## config.mk

```make
export PLATFORM = sky130hd
export DESIGN_NAME = led_blink_sequencer
export DESIGN_NICKNAME = d
export VERILOG_FILES = /design/src/rtl/led_pkg.sv /design/src/rtl/led_tick_gen.sv /design/src/rtl/led_blink_sequencer.sv
export SDC_FILE = /design/constraint.sdc
export NUM_CORES = 1
export LEC_CHECK = 0
export CORE_UTILIZATION = 58
export DETAILED_ROUTE_END_ITERATION = 8
export PLACE_DENSITY = 0.81
export SLEW_MARGIN = 10
export SYNTH_ARGS = -nofsm -noshare
export SYNTH_HDL_FRONTEND = slang
export SYNTH_SLANG_ARGS = --single-unit
```

## constraint.sdc

```tcl
create_clock -name pin_clock -period 3.7 [get_ports pin_clock]
set_clock_uncertainty 0.2 [all_clocks]
set_input_delay 0.37 -clock pin_clock [delete_from_list [all_inputs] [get_ports pin_clock]]
set_output_delay 0.37 -clock pin_clock [all_outputs]
set_load 0.02 [all_outputs]
```

## src/rtl/led_pkg.sv

```systemverilog
// +----------------------------------------------------------------------------+
// | led_pkg : shared types and defaults for the LED blink sequencer             |
// | Rev 1.0  initial release                                                    |
// +----------------------------------------------------------------------------+
`timescale 1ns/1ps
`default_nettype none

package led_pkg;

  typedef enum logic [1:0] {
    IDLE = 2'd0,
    ON   = 2'd1,
    OFF  = 2'd2
  } led_state_t;

  localparam int RATIO_DEF  = 100;
  localparam int TICK_W_DEF = 8;
  localparam int REP_W_DEF  = 8;

endpackage

`default_nettype wire

```

## src/rtl/led_tick_gen.sv

```systemverilog
// +----------------------------------------------------------------------------+
// | led_tick_gen : divides the system clock into a one-cycle tick every RATIO   |
// | clocks; clear restarts the phase so the first tick lands RATIO clocks later |
// | Rev 1.0  initial release                                                    |
// +----------------------------------------------------------------------------+
`timescale 1ns/1ps
`default_nettype none

module led_tick_gen
  import led_pkg::*;
#(
  parameter int RATIO = RATIO_DEF
) (
  input  logic pin_clock,
  input  logic pin_n_reset,
  input  logic clear,
  output logic tick
);

  localparam int                 c_CNT_W = (RATIO > 2) ? $clog2(RATIO) : 1;
  localparam logic [c_CNT_W-1:0] c_LAST  = c_CNT_W'(RATIO - 1);

  logic [c_CNT_W-1:0] r_cnt;
  logic               w_last;

  assign w_last = (r_cnt == c_LAST);
  // Tick is suppressed while clear is held so a restart never sees a stale pulse.
  assign tick   = w_last && !clear;

  always_ff @(posedge pin_clock or negedge pin_n_reset) begin
    if (!pin_n_reset) begin
      r_cnt <= '0;
    end else if (clear || w_last) begin
      r_cnt <= '0;
    end else begin
      r_cnt <= r_cnt + 1'b1;
    end
  end

endmodule

`default_nettype wire

```

## src/rtl/led_blink_sequencer.sv

```systemverilog
// +----------------------------------------------------------------------------+
// | led_blink_sequencer : runs one LED through repeat_cnt on/off cycles with    |
// | durations in divided ticks; start/abort handshake with busy/done status.    |
// | Option macro LED_ACTIVE_LOW_EN : invert led polarity (idle/reset drive 1).  |
// | Rev 1.0  initial release                                                    |
// +----------------------------------------------------------------------------+
`timescale 1ns/1ps
`default_nettype none

module led_blink_sequencer
  import led_pkg::*;
#(
  parameter int RATIO  = RATIO_DEF,
  parameter int TICK_W = TICK_W_DEF,
  parameter int REP_W  = REP_W_DEF
) (
  input  logic              pin_clock,
  input  logic              pin_n_reset,
  input  logic              start,
  input  logic              abort,
  input  logic [TICK_W-1:0] on_ticks,
  input  logic [TICK_W-1:0] off_ticks,
  input  logic [REP_W-1:0]  repeat_cnt,
  output logic              busy,
  output logic              done,
  output logic              led
);

`ifdef LED_ACTIVE_LOW_EN
  localparam logic c_LED_ON  = 1'b0;
  localparam logic c_LED_OFF = 1'b1;
`else
  localparam logic c_LED_ON  = 1'b1;
  localparam logic c_LED_OFF = 1'b0;
`endif

  led_state_t        r_state;
  logic [TICK_W-1:0] r_on_ticks;
  logic [TICK_W-1:0] r_off_ticks;
  logic [TICK_W-1:0] r_tick_cnt;
  logic [REP_W-1:0]  r_rep;
  logic [REP_W-1:0]  r_cyc_cnt;
  logic              r_busy;
  logic              r_done;
  logic              r_led;

  logic              w_tick;
  logic              w_clear;
  logic [TICK_W-1:0] w_on_eff;
  logic [TICK_W-1:0] w_off_eff;
  logic              w_on_last;
  logic              w_off_last;
  logic [REP_W-1:0]  w_cyc_next;
  logic              w_seq_end;

  // Divider is held at zero in IDLE, so the ON phase starts on a fresh tick period.
  assign w_clear = (r_state == IDLE);

  led_tick_gen #(
    .RATIO (RATIO)
  ) u_tick_gen (
    .pin_clock   (pin_clock),
    .pin_n_reset (pin_n_reset),
    .clear       (w_clear),
    .tick        (w_tick)
  );

  assign w_on_eff   = (on_ticks  == '0) ? TICK_W'(1) : on_ticks;
  assign w_off_eff  = (off_ticks == '0) ? TICK_W'(1) : off_ticks;
  assign w_on_last  = (r_tick_cnt == r_on_ticks  - 1'b1);
  assign w_off_last = (r_tick_cnt == r_off_ticks - 1'b1);
  assign w_cyc_next = r_cyc_cnt + 1'b1;
  // A zero repeat count never matches, so the cycle counter simply wraps.
  assign w_seq_end  = (r_rep != '0) && (w_cyc_next == r_rep);

  always_ff @(posedge pin_clock or negedge pin_n_reset) begin
    if (!pin_n_reset) begin
      r_state     <= IDLE;
      r_on_ticks  <= '0;
      r_off_ticks <= '0;
      r_tick_cnt  <= '0;
      r_rep       <= '0;
      r_cyc_cnt   <= '0;
      r_busy      <= 1'b0;
      r_done      <= 1'b0;
      r_led       <= c_LED_OFF;
    end else begin
      r_done <= 1'b0;
      if ((r_state != IDLE) && abort) begin
        r_state    <= IDLE;
        r_busy     <= 1'b0;
        r_done     <= 1'b1;
        r_led      <= c_LED_OFF;
        r_tick_cnt <= '0;
        r_cyc_cnt  <= '0;
      end else begin
        case (r_state)
          IDLE: begin
            if (start && !abort) begin
              r_on_ticks  <= w_on_eff;
              r_off_ticks <= w_off_eff;
              r_rep       <= repeat_cnt;
              r_tick_cnt  <= '0;
              r_cyc_cnt   <= '0;
              r_state     <= ON;
              r_busy      <= 1'b1;
              r_led       <= c_LED_ON;
            end
          end
          ON: begin
            if (w_tick) begin
              if (w_on_last) begin
                r_tick_cnt <= '0;
                r_state    <= OFF;
                r_led      <= c_LED_OFF;
              end else begin
                r_tick_cnt <= r_tick_cnt + 1'b1;
              end
            end
          end
          OFF: begin
            if (w_tick) begin
              if (w_off_last) begin
                r_tick_cnt <= '0;
                if (w_seq_end) begin
                  r_state   <= IDLE;
                  r_busy    <= 1'b0;
                  r_done    <= 1'b1;
                  r_cyc_cnt <= '0;
                end else begin
                  r_state   <= ON;
                  r_led     <= c_LED_ON;
                  r_cyc_cnt <= w_cyc_next;
                end
              end else begin
                r_tick_cnt <= r_tick_cnt + 1'b1;
              end
            end
          end
          default: begin
            r_state <= IDLE;
            r_busy  <= 1'b0;
            r_led   <= c_LED_OFF;
          end
        endcase
      end
    end
  end

  assign busy = r_busy;
  assign done = r_done;
  assign led  = r_led;

endmodule

`default_nettype wire

```

==> results.md, run 1 <==
Critical path:
- The maximum fanout along the worst path is 5.
- The required time at the worst-slack endpoint is 3.72 ns.
- The worst register-to-register path has a depth of 9.
- The timing endpoint of the critical path is r_state[0]$_DFFE_PN0P_.
- The worst setup path is launched from a flop.
- The setup slack of the most critical reg-to-reg path is 0.61 ns.
- By startpoint and endpoint, the worst setup path is classified as reg2reg.
- STA classifies the critical path endpoint as a flop.
- In this run the worst setup path begins at r_off_ticks[0]$_DFFE_PN0P_.
- The arrival time at the worst endpoint is 3.11 ns.
- The worst register-to-register path ends at r_state[0]$_DFFE_PN0P_.
- The reg-to-reg startpoint is r_off_ticks[0]$_DFFE_PN0P_.

Synth:
- Counting flops and latches in the post-synthesis netlist gives 52.
- Counting every net in the synthesized netlist gives 387.
- The number of flops mapped to enable cells by yosys is 0.
- Sorting the synthesized cells by area gives the leading types as dfrtp_1 (40%), mux2_2 (7.5%), xnor2_1 (4.3%).
- The cell area that synthesis handed to floorplanning was 3280 um2.
- The Yosys warning count is 0.
- The fraction of synthesis flops using an asynchronous set or reset pin is 100%.
- After synthesis, flip-flops and latches occupy 39.6% of the total area.
- Of all cell types, the one taking the most synthesized area is dfrtp_1.
- In the synthesized netlist the dominant register cell turns out to be dfrtp_1.
- Synthesis instantiated 61 different standard cells from the library.
- Averaged over all synthesized cells, the footprint is 9.38 um2.
- In the synthesized netlist, the number of instances is 350.
- The share of the synthesized area in the top cell type is 39.6%.

Clock network:
- The clock network latency to the later pin of the worst-skew pair is 0.30 ns.
- CTS saw 52 sinks.
- In this run the number of H-tree levels came out at 2.
- TritonCTS built the clock tree.
- The cell at the root of the clock tree is clkbuf_8.
- The clock passes through at most 2 buffers.
- Counting the buffers created by CTS gives 5.
- The clock-pin slew on the worst setup and hold paths is 0.09 ns.

Floorplan:
- The number of top-level pins is 31.
- The floorplan step defined a core boundary enclosing 5470 um2.
- The die span in y is 77.2 um.
- The area of the die is 5970 um2.
- The number of cell rows is 27.
- The horizontal die dimension is 77.2 um.
- For this configuration, the core starts out at a cell density of 60.0%.

GRT:
- The largest net degree at the start of global routing is 31.
- The number of global-route vias before repair is 2507.
- The total congestion overflow is 0.
- The first global-routing pass estimated 11.7 mm of wire.
- In the global route stage, overall resource usage came out at 24.5%.
- The met3 track demand over resource is 3.69%.
- The met1 global-route usage is 34.4%.
- The number of antenna violations at the first check in global routing is 0.
- For this run, global-route usage on met2 was measured as 39.6%.
- The global routing's busiest layer is met2.

Power:
- Registers are responsible for 39.0% of the overall power.
- The power per cell area is 678 nW/um2.
- Summed over all cells, the static leakage comes to 1.61 nW.
- Net switching is 40.4% of the power.
- The highest ir drop seen on vdd is 0.321 mV.
- Total power for the finished layout comes to 2.54 mW.
- The internal power of the cells totals 1.52 mW.
- The clock group share of total power is 15.1%.
- The part of the power in combinational logic is 46.0%.
- The analysis attributes to net switching a power of 1.03 mW.

Timing:
- The upper clock frequency limit is 324 MHz.
- The worst-case headroom to the max-slew limit is 28.3%.
- Setup repair after global routing left no endpoint under its margin.
- The count of final hold-check violations is 0.
- Final hold analysis gives a worst-case slack of 0.254 ns.
- Subtracting the final worst setup slack from the clock period gives 3.09 ns.
- The setup TNS after final layout is 0 ns.
- The number of pins exceeding their max-slew limit in the final report is 0.
- In the post-route analysis, the smallest setup slack over all paths is 0.611 ns.
- The final critical path takes up 83.5% of the cycle.
- At the pin with the least slew margin, the transition time is 1.07 ns.
- Setup violations remaining at the end of the flow were counted as 0.

Layout:
- Fill cells in the final layout number 443.
- The post-route netlist has 11.8% of its cells at a drive strength greater than 1.
- The final layout contains 417 nets.
- The area growth from synthesis to layout is 14.2%.
- Leaving out fill and tap cells, the most frequent cells in the layout are dfrtp_1 (52), nand2_1 (29), clkdlybuf4s50_1 (29), nor2_1 (23), mux2_2 (22).
- After routing the design area is 3750 um2.
- The count of non-filler cells in the finished layout is 453.
- The post-route core utilization is 68.5%.
- The antenna diode count is 0.
- The most common library cell in the layout ignoring fill and taps is dfrtp_1.

Status:
- The flow ran to the end, and the final reports show no timing, DRC or antenna violations.

Job:
- Max-cap violations in this run came to 0.

Route:
- The number of detailed-route iterations in the first pass is 5.
- The final layout contains routed wiring with a total length of 6.77 mm.
- In this run the remaining antenna-violating nets after routing total 0.
- The remaining routing DRC violations is 0.
- The routed length per instance is 14.9 um.
- The post-detailed-route via-to-cell ratio is 5.92.
- For this block, the initial DRC count from the detailed router was 159.
- The via total after detailed routing is 2683.

Placement:
- The total instance count after detailed placement is 444.
- The cell area after placement is 3630 um2.
- The half-perimeter wire length after detailed placement is 4.93 mm.
- Prior to clock tree synthesis, the placed netlist has a worst setup slack of 0.657 ns.
- The final weighted congestion in routability-driven placement is 0.945.
- The number of port buffers is 30.

Hold path:
- The worst min-delay path class is reg2reg.
- The start point of the worst min-delay path is u_tick_gen.r_cnt[0]$_DFF_PN0_.
## area by class of cell
class                      count  area (um2)  area share, %
multi-input combinational    271        1870           49.8
clock inverter                 2        35.0          0.934
inverter                      17        63.8           1.70
clock buffer                   6        72.6           1.94
tap                           72        90.1           2.40
sequential                    52        1300           34.7
timing repair buffer          33         320           8.54
## cells by family (layout without fill, tap and decap cells)
kind of cell	Yosys count	in the layout	share of synthesized area, %
buffers and inverters	27	58	3.51
flip-flops	52	52	39.6
AO/OA/AOI/OAI	72	72	14.7
adder cells (fa/ha/maj)	9	9	3.43
XOR/XNOR	29	29	7.74
multiplexers	23	23	7.85
AND/OR/NAND/NOR	138	138	23.2
## Yosys cell counts, types with 2 or more instances
library cell and number:
a211o_1 2, a211oi_1 5, a21oi_1 17, a2bb2oi_1 2, a31oi_1 4, and2_1 6, and3_1 6, buf_2 2
clkbuf_1 6, dfrtp_1 52, ha_1 9, inv_1 17, mux2_2 22, nand2_1 29, nand2b_1 8, nand3_1 16
nand3b_1 2, nand4_1 2, nor2_1 23, nor2b_1 3, nor3_1 12, nor3b_1 2, nor4_1 5, o211ai_1 2
o21ai_0 12, o21ai_1 3, o21bai_1 2, o22ai_1 11, or2_2 3, or3_1 3, or4_1 5, xnor2_1 16
xor2_1 13
## layer usage
metal  up-vias  part of all wire [%]
met1      1277                    46
met3         5                   4.7
met4         0                  0.64
met2        79                    49
met5         -                     0
li1       1322                     -
## state kept, by name (all words and copies together) (netlist names)
| register | cells |
|---|---|
| r_on_ticks | 8 |
| r_rep | 8 |
| done | 1 |
| r_cyc_cnt | 8 |
| r_state | 2 |
| busy | 1 |
| r_tick_cnt | 8 |
| u_tick_gen.r_cnt | 7 |
| led | 1 |
| r_off_ticks | 8 |
## worst max-delay path: stages (launching register included)
cell      delay (ns)
dfrtp_1         0.45
inv_1           0.11
ha_1            0.22
or3b_1          0.38
a211oi_1        0.26
o211ai_1        0.15
a211oi_1        0.48
a21oi_1         0.25
nor3_2          0.30
mux2i_1         0.21
## what timing repair did
action / in CTS / in global routing
endpoints found under the hold margin: 22 / 0
hold buffers: 1 / 0
setup buffers: 0 / 0
resized for setup: 0 / 0
## worst min-delay path by stage
stage                                    end  slack (ns)  cells past startpoint
2_1_floorplan               busy$_DFFE_PN0P_       -0.13                      0
3_3_place_gp            r_rep[3]$_DFFE_PN0P_        0.18                      1
3_5_place_dp            r_rep[3]$_DFFE_PN0P_        0.19                      1
4_1_cts        u_tick_gen.r_cnt[0]$_DFF_PN0_        0.26                      1
5_1_grt        u_tick_gen.r_cnt[0]$_DFF_PN0_        0.29                      1
6_report       u_tick_gen.r_cnt[0]$_DFF_PN0_        0.25                      1
## power groups by stage
stage	clock network, mW	registers [mW]	logic [mW]
floorplan	0	0.958	0.922
detailed placement	0	0.999	1.16
global placement	0	0.989	1.12
global route	0.411	1.02	1.31
finish	0.383	0.992	1.17
CTS	0.391	0.990	1.17
No activity file was read; power rests on OpenSTA's default activity.
==> run 2, diff against run 1 <==
- clock period: 3.7 -> 2.9 ns (I/O delays scaled with it)
==> run 2 against run 1 <==
Effect of this change: flip-flop and latch count stayed put; combinational power is 38% higher; power is 32% higher; cell area is 2.8% higher; clock-buffer cell count stayed put; sequential power is 26% higher; critical path type unchanged.
==> results.md, run 2 (synthesis gave the netlist of run 1 again) <==
Status:
- Result of the run: finished, final reports clean (unchanged).

GRT:
- The largest net degree at the start of global routing is 28 (was 31).
- The number of antenna violations at the first check in global routing is 0 (unchanged).
- The total congestion overflow came to 0 (unchanged).
- The number of global-route vias before repair is 2553 (was 2507).
- The aggregate global-route resource usage came to 25.7% (was 24.5%).
- The wire length of the first global-routing pass is 12.1 mm (was 11.7 mm).

Timing:
- The setup TNS after final layout was 0 ns (unchanged).
- RSZ-0062 raised after global routing: no (unchanged).
- The actual slew at the worst max-slew pin came to 0.577 ns (was 1.07 ns).
- The number of pins exceeding their max-slew limit in the final report was 0 (unchanged).
- The count of final setup violators came to 0 (unchanged).
- The post-layout minimum cycle time came to 2.75 ns (was 3.09 ns).
- The upper clock frequency limit came to 364 MHz (was 324 MHz).
- The count of final hold-check violations is 0 (unchanged).
- The share of the clock period used by the worst path after layout was 94.7% (was 83.5%).
- The worst-case headroom to the max-slew limit is 60.5% (was 28.3%).

Critical path:
- The start point of the critical path is r_off_ticks[0]$_DFFE_PN0P_ (unchanged).
- The reg-to-reg startpoint is r_off_ticks[0]$_DFFE_PN0P_ (unchanged).
- The category of the critical setup timing path is reg2reg (unchanged).
- The cell class contributing the biggest share of worst-path delay is compound AO/OA/AOI/OAI gates (unchanged).
- The delay of the slowest cell on the worst path is 0.39 ns (was 0.48 ns).
- The library cell contributing the largest single delay on the critical path is dfrtp_1 (was a211oi_1).
- The kind of launch point of the worst setup path is a flop (unchanged).
- The required time at the worst-slack endpoint is 2.93 ns (was 3.72 ns).
- The arrival time at the worst endpoint is 2.78 ns (was 3.11 ns).
- The length in cells of the worst reg-to-reg path is 9 (unchanged).
- Critical Path, Cell by Cell: inv_2, ha_4, or3b_4, a211oi_2, o211ai_1, a211o_1, a211o_4, nand2b_4, o41ai_2 (was inv_1, ha_1, or3b_1, a211oi_1, o211ai_1, a211oi_1, a21oi_1, nor3_2, mux2i_1).
- The type of element capturing the critical path is a flop (unchanged).
- The sum of buffers and inverters on the critical path came to 1 (unchanged).
- The capture instance of the worst register-to-register path is r_cyc_cnt[4]$_DFFE_PN0P_ (was r_state[0]$_DFFE_PN0P_).
- The setup slack of the most critical reg-to-reg path was 0.15 ns (was 0.61 ns).
- The maximum fanout along the worst path is 10 (was 5).

Clock network:
- The count of clock tree sinks is 52 (unchanged).
- The number of post-CTS setup repair buffers came to 0 (unchanged).
- The clock tree from TritonCTS is yes (unchanged).
- The clock network latency to the later pin of the worst-skew pair is 0.32 ns (was 0.30 ns).
- The H-tree level count is 2 (unchanged).
- The number of buffers created by CTS is 5 (unchanged).
- The clock-pin slew on the worst setup and hold paths was 0.10 ns (was 0.09 ns).
- The cell at the root of the clock tree is clkbuf_8 (unchanged).
- The maximum buffer depth of the clock tree is 2 (unchanged).

Layout:
- The count of non-filler cells in the finished layout is 463 (was 453).
- The total area of multi-input combinational cells is 1900 um2 (was 1870 um2).
- The net count reported at finish is 427 (was 417).
- The share of layout cells above drive strength 1 is 15.3% (was 11.8%).
- The post-synthesis to final-layout area growth is 17.4% (was 14.2%).
- The area occupied by registers is 1300 um2 (unchanged).
- The count of filler cells inserted in the layout is 429 (was 443).
- Top library cells by usage in the layout, fill and taps aside: dfrtp_1 (52), nand2_1 (29), clkdlybuf4s50_1 (29), nor2_1 (23), mux2_2 (22) (unchanged).
- The most common library cell in the layout ignoring fill and taps is dfrtp_1 (unchanged).
- The antenna diode count is 0 (unchanged).

Job:
- The number of max-capacitance violations reported came to 0 (unchanged).

Placement:
- The number of port buffers was 30 (unchanged).
- The total instance count after detailed placement is 454 (was 444).
- The half-perimeter wire length after detailed placement is 5.29 mm (was 4.93 mm).
- The final weighted congestion in routability-driven placement came to 0.880 (was 0.945).

Power:
- The highest ir drop seen on vdd is 0.536 mV (was 0.321 mV).
- The power per cell area is 871 nW/um2 (was 678 nW/um2).
- The cell leakage power is 1.66 nW (was 1.61 nW).

Hold path:
- The cell depth of the worst min-delay path was 1 (unchanged).
- The start point of the worst min-delay path is u_tick_gen.r_cnt[0]$_DFF_PN0_ (unchanged).
- The worst-case hold path end point is u_tick_gen.r_cnt[0]$_DFF_PN0_ (unchanged).
- The worst min-delay path class is reg2reg (unchanged).

Route:
- The post-detailed-route via-to-cell ratio was 5.89 (was 5.92).
- The total wire length is 7.11 mm (was 6.77 mm).
- The routed length per instance came to 15.4 um (was 14.9 um).
- The initial DRC count is 197 (was 159).
- The remaining routing DRC violations is 0 (unchanged).
- The via total after detailed routing came to 2729 (was 2683).
- The count of nets left with antenna violations after detail routing is 0 (unchanged).
- The number of detailed-route iterations in the first pass is 4 (was 5).

Floorplan:
- The core footprint is 5470 um2 (unchanged).
- The die span in y came to 77.2 um (unchanged).
- The area of the die was 5970 um2 (unchanged).
- The initial cell density of the core is 60.0% (unchanged).
- The number of cell rows was 27 (unchanged).
- The number of top-level pins was 31 (unchanged).
- The horizontal die dimension came to 77.2 um (unchanged).
run 2: cell types whose count changed in the layout (fill, tap and decap cells not counted), sizes merged:
cell / change
buf: +10
run 2: through the flow:
stage	power, mW	util (%)	instance area [um2]	hold slack (ns)	worst slack [ns]
after floorplan	2.40	-	3280	-0.206	0.161
after global placement	2.74	67.7	3710	0.127	0.139
after detailed placement	2.80	67.7	3710	0.121	0.0242
after CTS	3.30	69.9	3820	0.257	0.0216
after global routing	3.62	70.4	3850	0.272	0.0117
final	3.36	70.4	3850	0.254	0.152
run 2: layout make-up:
| cell class | count | share of cell area, % |
|---|---|---|
| multi-input combinational | 271 | 49.2 |
| sequential | 52 | 33.8 |
| timing repair buffer | 43 | 10.3 |
| tap | 72 | 2.34 |
| clock buffer | 6 | 1.88 |
| inverter | 17 | 1.66 |
| clock inverter | 2 | 0.909 |
run 2: how the worst max path moves through the flow:
stage                                           to  slack [ns]  cells after the start
after floorplan           r_cyc_cnt[4]$_DFFE_PN0P_        0.16                     10
after global placement    r_cyc_cnt[4]$_DFFE_PN0P_        0.14                      9
after detailed placement  r_cyc_cnt[4]$_DFFE_PN0P_        0.02                      9
after CTS                 r_cyc_cnt[4]$_DFFE_PN0P_        0.02                      9
after global routing      r_cyc_cnt[4]$_DFFE_PN0P_        0.01                      9
final                     r_cyc_cnt[4]$_DFFE_PN0P_        0.15                      9
run 2: power by group:
| group | internal (mW) | total (mW) | switching [mW] |
|---|---|---|---|
| Sequential | 0.967 | 1.25 | 0.285 |
| Clock | 0.256 | 0.495 | 0.239 |
| Combinational | 0.787 | 1.61 | 0.823 |
run 2: what timing repair did:
item / in CTS / in global routing
gates resized for setup: 0 / 7
setup endpoints to repair: 0 / 10
hold buffers: 1 / 0
hold endpoints to repair: 25 / 0
run 2: routing by layer:
layer  vias up  global-route usage [%]  part of all wire [%]
met5         -                       0                     0
met4         0                    6.79                   1.0
met2        69                    42.2                    49
met1      1308                    35.0                    46
met3         7                    4.29                   4.3
li1       1345                       -                     -
